==> src/rtl/alu_mem_pipe_if.sv <==
// Bundle of request, result and read-port signals for alu_mem_pipe.
// master drives requests (in_valid..rd_addr); slave returns res/flags/rd_data.
interface alu_mem_pipe_if #(
    parameter int WIDTH  = 32,
    parameter int ADDR_W = 5
);
    logic              in_valid;
    logic              wr_en;
    logic [2:0]        sel;
    logic [WIDTH-1:0]  op1;
    logic [WIDTH-1:0]  op2;
    logic [ADDR_W-1:0] wr_addr;
    logic              rd_en;
    logic [ADDR_W-1:0] rd_addr;
    logic [WIDTH-1:0]  res;
    logic              res_valid;
    logic              zero;
    logic              ovf;
    logic [WIDTH-1:0]  rd_data;
    logic              rd_valid;

    modport master (
        output in_valid, wr_en, sel, op1, op2, wr_addr, rd_en, rd_addr,
        input  res, res_valid, zero, ovf, rd_data, rd_valid
    );

    modport slave (
        input  in_valid, wr_en, sel, op1, op2, wr_addr, rd_en, rd_addr,
        output res, res_valid, zero, ovf, rd_data, rd_valid
    );
endinterface

==> src/rtl/alu_mem_pipe.sv <==
// Registered ALU stage feeding a DEPTH x WIDTH result memory, plus a
// synchronous read port. Ports: clk, rst_n (async, active-low), bus (slave).
// Macro ALU_MEM_BYPASS_EN: write-first forwarding on read/write collision;
// undefined gives read-first (old contents).
module alu_mem_pipe #(
    parameter int WIDTH  = 32,
    parameter int ADDR_W = 5
) (
    input logic           clk,
    input logic           rst_n,
    alu_mem_pipe_if.slave bus
);
    localparam int DEPTH = 1 << ADDR_W;

    logic [WIDTH-1:0]  mem [DEPTH];
    logic [WIDTH-1:0]  res_q;
    logic              res_valid_q;
    logic              zero_q;
    logic              ovf_q;
    logic              pend_v;
    logic [ADDR_W-1:0] pend_a;
    logic [WIDTH-1:0]  rd_q;
    logic              rd_valid_q;

    logic [WIDTH-1:0]  sum;
    logic [WIDTH-1:0]  diff;
    logic [WIDTH-1:0]  alu_r;
    logic              alu_o;
    logic [WIDTH-1:0]  rd_word;

    // Overflow: operands agree in sign (ADD) or differ (SUB) and the
    // result sign departs from op1's sign.
    always_comb begin
        sum   = bus.op1 + bus.op2;
        diff  = bus.op1 - bus.op2;
        alu_r = '0;
        alu_o = 1'b0;
        case (bus.sel)
            3'b000: alu_r = bus.op1 & bus.op2;
            3'b001: alu_r = bus.op1 | bus.op2;
            3'b010: begin
                alu_r = sum;
                alu_o = (bus.op1[WIDTH-1] == bus.op2[WIDTH-1]) &&
                        (sum[WIDTH-1] != bus.op1[WIDTH-1]);
            end
            3'b110: begin
                alu_r = diff;
                alu_o = (bus.op1[WIDTH-1] != bus.op2[WIDTH-1]) &&
                        (diff[WIDTH-1] != bus.op1[WIDTH-1]);
            end
            3'b111: alu_r = {{(WIDTH-1){1'b0}},
                             ($signed(bus.op1) < $signed(bus.op2))};
            3'b100: alu_r = ~(bus.op1 | bus.op2);
            default: begin
                alu_r = '0;
                alu_o = 1'b0;
            end
        endcase
    end

    always_ff @(posedge clk or negedge rst_n) begin
        if (!rst_n) begin
            res_q       <= '0;
            res_valid_q <= 1'b0;
            zero_q      <= 1'b0;
            ovf_q       <= 1'b0;
            pend_v      <= 1'b0;
            pend_a      <= '0;
        end else if (bus.in_valid) begin
            res_q       <= alu_r;
            res_valid_q <= 1'b1;
            zero_q      <= (alu_r == '0);
            ovf_q       <= alu_o;
            pend_v      <= bus.wr_en;
            pend_a      <= bus.wr_addr;
        end else begin
            res_valid_q <= 1'b0;
            pend_v      <= 1'b0;
        end
    end

    // Commit stage: res_q still holds the pending op's result here.
    always_ff @(posedge clk or negedge rst_n) begin
        if (!rst_n) begin
            for (int i = 0; i < DEPTH; i++) mem[i] <= '0;
        end else if (pend_v) begin
            mem[pend_a] <= res_q;
        end
    end

`ifdef ALU_MEM_BYPASS_EN
    always_comb begin
        rd_word = mem[bus.rd_addr];
        if (pend_v && (pend_a == bus.rd_addr)) rd_word = res_q;
    end
`else
    always_comb begin
        rd_word = mem[bus.rd_addr];
    end
`endif

    always_ff @(posedge clk or negedge rst_n) begin
        if (!rst_n) begin
            rd_q       <= '0;
            rd_valid_q <= 1'b0;
        end else if (bus.rd_en) begin
            rd_q       <= rd_word;
            rd_valid_q <= 1'b1;
        end else begin
            rd_valid_q <= 1'b0;
        end
    end

    assign bus.res       = res_q;
    assign bus.res_valid = res_valid_q;
    assign bus.zero      = zero_q;
    assign bus.ovf       = ovf_q;
    assign bus.rd_data   = rd_q;
    assign bus.rd_valid  = rd_valid_q;
endmodule

==> src/flat_wrapper.sv <==
// flat-port wrapper written by rule: the top's interface ports become plain ports
module alu_mem_pipe_flat 
#(
    parameter int WIDTH  = 32,
    parameter int ADDR_W = 5
)
  (clk, rst_n, bus_in_valid, bus_wr_en, bus_sel, bus_op1, bus_op2, bus_wr_addr, bus_rd_en, bus_rd_addr, bus_res, bus_res_valid, bus_zero, bus_ovf, bus_rd_data, bus_rd_valid);
  alu_mem_pipe_if #(.WIDTH(WIDTH), .ADDR_W(ADDR_W)) bus_i ();
  input logic clk;
  input logic rst_n;
  input wire logic [$bits(bus_i.in_valid)-1:0] bus_in_valid;
  input wire logic [$bits(bus_i.wr_en)-1:0] bus_wr_en;
  input wire logic [$bits(bus_i.sel)-1:0] bus_sel;
  input wire logic [$bits(bus_i.op1)-1:0] bus_op1;
  input wire logic [$bits(bus_i.op2)-1:0] bus_op2;
  input wire logic [$bits(bus_i.wr_addr)-1:0] bus_wr_addr;
  input wire logic [$bits(bus_i.rd_en)-1:0] bus_rd_en;
  input wire logic [$bits(bus_i.rd_addr)-1:0] bus_rd_addr;
  output wire logic [$bits(bus_i.res)-1:0] bus_res;
  output wire logic [$bits(bus_i.res_valid)-1:0] bus_res_valid;
  output wire logic [$bits(bus_i.zero)-1:0] bus_zero;
  output wire logic [$bits(bus_i.ovf)-1:0] bus_ovf;
  output wire logic [$bits(bus_i.rd_data)-1:0] bus_rd_data;
  output wire logic [$bits(bus_i.rd_valid)-1:0] bus_rd_valid;
  assign bus_i.in_valid = bus_in_valid;
  assign bus_i.wr_en = bus_wr_en;
  assign bus_i.sel = bus_sel;
  assign bus_i.op1 = bus_op1;
  assign bus_i.op2 = bus_op2;
  assign bus_i.wr_addr = bus_wr_addr;
  assign bus_i.rd_en = bus_rd_en;
  assign bus_i.rd_addr = bus_rd_addr;
  assign bus_res = bus_i.res;
  assign bus_res_valid = bus_i.res_valid;
  assign bus_zero = bus_i.zero;
  assign bus_ovf = bus_i.ovf;
  assign bus_rd_data = bus_i.rd_data;
  assign bus_rd_valid = bus_i.rd_valid;
  alu_mem_pipe #(.WIDTH(WIDTH), .ADDR_W(ADDR_W)) u_core (.clk(clk), .rst_n(rst_n), .bus(bus_i));
endmodule
==> config.mk <==
export PLATFORM = sky130hd
export DESIGN_NAME = alu_mem_pipe_flat
export DESIGN_NICKNAME = d
export VERILOG_FILES = /design/src/rtl/alu_mem_pipe_if.sv /design/src/rtl/alu_mem_pipe.sv /design/src/flat_wrapper.sv
export SDC_FILE = /design/constraint.sdc
export NUM_CORES = 2
export LEC_CHECK = 0
export CAP_MARGIN = 20
export CORE_MARGIN = 2
export CORE_UTILIZATION = 45
export CTS_CLUSTER_DIAMETER = 50
export DETAILED_ROUTE_END_ITERATION = 16
export GPL_TIMING_DRIVEN = 0
export MAX_ROUTING_LAYER = met4
export PLACE_DENSITY = 0.66
export SYNTH_ARGS = -nofsm -noshare
export SYNTH_HDL_FRONTEND = slang
export SYNTH_SLANG_ARGS = --single-unit
==> constraint.sdc <==
create_clock -name clk -period 3.1 [get_ports clk]
set_clock_uncertainty 0.2 [all_clocks]
set_input_delay 0.31 -clock clk [delete_from_list [all_inputs] [get_ports clk]]
set_output_delay 0.31 -clock clk [all_outputs]
set_load 0.05 [all_outputs]
==> summary.md <==
| Metric | Value |
|---|---|
| Antenna violations before repair | 8 |
| Root Driver | clkbuf_16 |
| Nets | 4,331 |
| Syn nets | 3,978 |
| Post-route minimum period | 3.312 ns |
| Starting density of the core | 45.19% |
| Flops & latches, synth | between 1,000 and 1,500 |
| Remaining max-slew budget at the tightest pin | around a quarter |
| Number of maximum-capacitance violations | 0 |
| Critical path fanouts, max | 6 |
| Design Power | 43.57 mW |
| Number of endpoints with negative hold slack in the final report | 0 |
| Global-route wire length before repair | 235,100 um |
| Sequential element share of the synthesized area | 50.88% |
| Worst Setup Start Kind | input pin |
| Die width | 350.4 um |
| Vias in the first global route | 35,660 |
| Final WL | 156,000 um |
| Met2 wirelength from detailed routing | 72,790 um |
| Die Ht | between 300 and 400 um |
| Arrival time reported for the critical path endpoint | 3.71 ns |
| Insertion delay to the later sink of the worst-skew pair | around 0.7 ns |
| Source of the worst hold timing path | bus_wr_addr[1] |
| Vias | roughly 35,000 |
| Average wire per standard cell | 26.62 um |
| Leading cell type by number of instances after synthesis | dfrtp_1 |
| CTS clock-pin slew for the worst setup and hold paths | approximately 0.060 ns |
| Core region area | 0.1195 mm^2 |
| Number of instances in the synthesized netlist | about 3,800 |
| Synth-to-Final Area Change | 18.25% |
| Required time of the worst setup path | about 3.5 ns |
| Startpoint of the lowest-slack register-to-register path | u_core.pend_a[2]$_DFFE_PN0P_ |
| Detailed-router iteration count before antenna repair | 5 |
| RSZ-0062 raised after global routing | true |
| Setup Viol. Count Final | 30 |
| Nature of the critical path endpoint | flip-flop |
| Proportion of netlist area held by the largest area contributor | between 50% and 60% |
| Maximum cell stage delay along the critical path | 0.48 ns |
| Area leader, netlist | dfrtp_1 |
| Worst-margin pin slew | approximately 1.1 ns |
| Top metal layer carrying routed signals | met4 |
| Crit share post-route | 106.8% |
| CP Cell Sequence | clkdlybuf4s50_1, inv_1, ha_1, buf_6, clkinvlp_4, nand4_1, buf_6, a211oi_4, buf_12, o31ai_4, and3_1, o21ai_0, o221ai_1, xnor2_1, a21oi_2, nand4_1, o32ai_2 |
| Endpoint of the most critical register-to-register path | u_core.mem[260]$_DFFE_PN0P_ |
| Placed standard-cell area | 0.05800 mm^2 |
| Max-slew violation total from the final report | 0 |
| Lkg Pwr | 28.94 nW |
| Initial drt markers | 3,118 |
| Layout cell share with drive strength beyond 1 | 43.72% |
| Flop-to-flop setup slack | -0.08 ns |
| Wire length on met3 | 9414 um |
| Number of routed nets with antenna violations | 0 |
| Sinks on the clock net | 1,098 |
| DR DRC count | 0 |
| Synth cell types | 72 |
| Top_reg_cell synth | dfrtp_1 |
| Post-route worst hold slack | between 0.03 and 0.04 ns |
| Estimated wirelength of the detail-placed design | 112,600 um |
| Yosys warning total | 0 |
| Die Area | 0.1228 mm^2 |
| Number of enable-type register cells in the synthesized netlist | 0 |
| Hold Crit Class | input pin to flip-flop |
| Top cells by instance count after synthesis | 1,098 x dfrtp_1, 1,032 x mux2_2, 320 x mux4_2 |
| Setup ws final | -0.2118 ns |
| Average cell area after synthesis | 14.24 um^2 |
| Fmax | 0.3020 GHz |
| Max stage delay cell, worst path | clkdlybuf4s50_1 |
| Htree depth | 3 |
| Maximum number of pins on one net before global-route repair | 177 |
| Clock tree from TritonCTS | yes |
| Worst hold path depth | 2 |
| Placer congestion estimate | 0.9161 |
| Violations in the final reports | negative setup slack |
| Worst IR drop on VDD | 0.5395 mV |
| Overall global routing resource usage | roughly a quarter |
| Category of the most critical setup path | input pin to flip-flop |
| Ratio of routed vias to standard cells | 5.931 |
| Fraction of synthesis flops using an asynchronous set or reset pin | 100.0% |
| Power density normalized to cell area | about 700 mW/mm^2 |
| Count of buffers from port buffering | 142 |
| Outcome | finished with violations |
| Hold worst-path end | u_core.pend_a[1]$_DFFE_PN0P_ |
| Floorplan row count | around 130 |
| Largest cells by area after synthesis | dfrtp_1 51%, mux2_2 22%, mux4_2 13%, ha_1 2.3%, clkbuf_1 1.6% |
| Grt ovf | 0 |
| Number of primary I/O pins | 150 |
| Number of buffers on the longest clock path | 3 |
| Clock buffer count from CTS | 116 |
| Met1 WL | 69,010 um |
| Worst R2R Path Depth | 6 |
| Final standard cell area without fillers | 0.06386 mm^2 |
| Total of fill cells in the finished design | 10,049 |
| Cell area after synthesis | 0.05401 mm^2 |
## registers in the layout, summed over array words and instances (netlist names)
register and cells:
u_core.bus.rd_valid 1, u_core.bus.rd_data 32, u_core.pend_v 1, u_core.bus.res_valid 1, u_core.mem 1024, u_core.bus.zero 1, u_core.bus.ovf 1, u_core.pend_a 5
u_core.bus.res 32
## cells by family (layout without fill, tap and decap cells)
kind of cell               count (synthesis)  after routing  synth area share (%)
muxes                                   1393           1393                 35.62
DFF                                     1098           1098                 50.88
buffers and inverters                    440            892                 3.142
and+or+nand+nor                          382            382                 3.271
AOI/OAI and AO/OA                        351            351                 4.251
adders and majority gates                103            103                 2.414
xor gates and xnor gates                  26             26                0.4217
other                                      0              4                     0
## worst max-delay path: cells and delay by family
family / cells / cell delay [ns]
simple gates: 3 / 0.47
xor+xnor: 1 / 0.19
fa+ha+maj: 1 / 0.30
buf+inv: 6 / 1.13
compound gates: 6 / 1.30
## worst max-delay path by stage
stage	from	end
after floorplan	bus_op2[4]	u_core.bus.zero$_DFFE_PN0P_
after global placement	rst_n	u_core.mem[198]$_DFFE_PN0P_
after detailed placement	bus_op1[3]	u_core.bus.zero$_DFFE_PN0P_
after CTS	bus_op2[8]	u_core.bus.zero$_DFFE_PN0P_
after global routing	bus_op2[11]	u_core.bus.zero$_DFFE_PN0P_
final	bus_op2[11]	u_core.bus.zero$_DFFE_PN0P_
## power by group
group          switching (mW)  internal, mW
combinational            4.42          4.98
clock                    6.04          8.94
sequential               1.71          17.5
## layout by cell type, fill, tap and decap left out, types with 19 or more instances in the layout
master              n
inv_1              86
o21ai_0            31
nor2_1            156
clkbuf_8           20
a21oi_4            19
clkbuf_1          226
nor3_1             21
xnor2_1            21
clkbuf_2           34
ha_1               89
buf_6              23
mux2i_1            41
clkbuf_16         118
mux4_2            320
nand2_1            71
buf_4              60
buf_1              77
dfrtp_1          1098
mux2_2           1031
dlymetal6s2s_1     22
nand3_1            21
a21oi_1           107
clkdlybuf4s50_1   108
## per-layer routing
layer / GRT usage [%] / vias to the layer above
met1: 36.59 / 18644
met5: - / -
met3: 4.284 / 269
met2: 40.59 / 1088
li1: - / 14760
met4: 7.629 / 0
## layout make-up
type	instances	area (um^2)	area share [%]
Antenna cell	4	10.01	0.01567
Buffer	336	1469	2.300
Clock buffer	168	3341	5.231
Clock inverter	49	798.3	1.250
Inverter	101	392.9	0.6152
Multi-Input combinational cell	2255	25820	40.43
Sequential cell	1098	27480	43.02
Tap cell	1612	2017	3.158
Timing Repair Buffer	238	2541	3.979
## repair_timing
item / in CTS / in global routing
setup endpoints to repair: 331 / 227
pin swaps: 48 / 63
gates cloned: 0 / 1
endpoints found under the hold margin: 587 / 0
hold buffers: 6 / 0
gates resized for setup: 159 / 173
setup buffers: 26 / 34
## per-stage QoR
step,setup TNS (ns),instances,setup WS (ns),utilization [%]
floorplan,-0.1456,3793,-0.1456,-
global placement,-,5547,-48.75,48.13
detailed placement,-89.38,5573,-2.350,48.54
CTS,-0.2920,5822,-0.2920,52.74
global route,-2.381,5859,-0.3006,53.44
finish,-1.296,5861,-0.2118,53.44
Note: power is estimated with default switching activity, not from simulation.
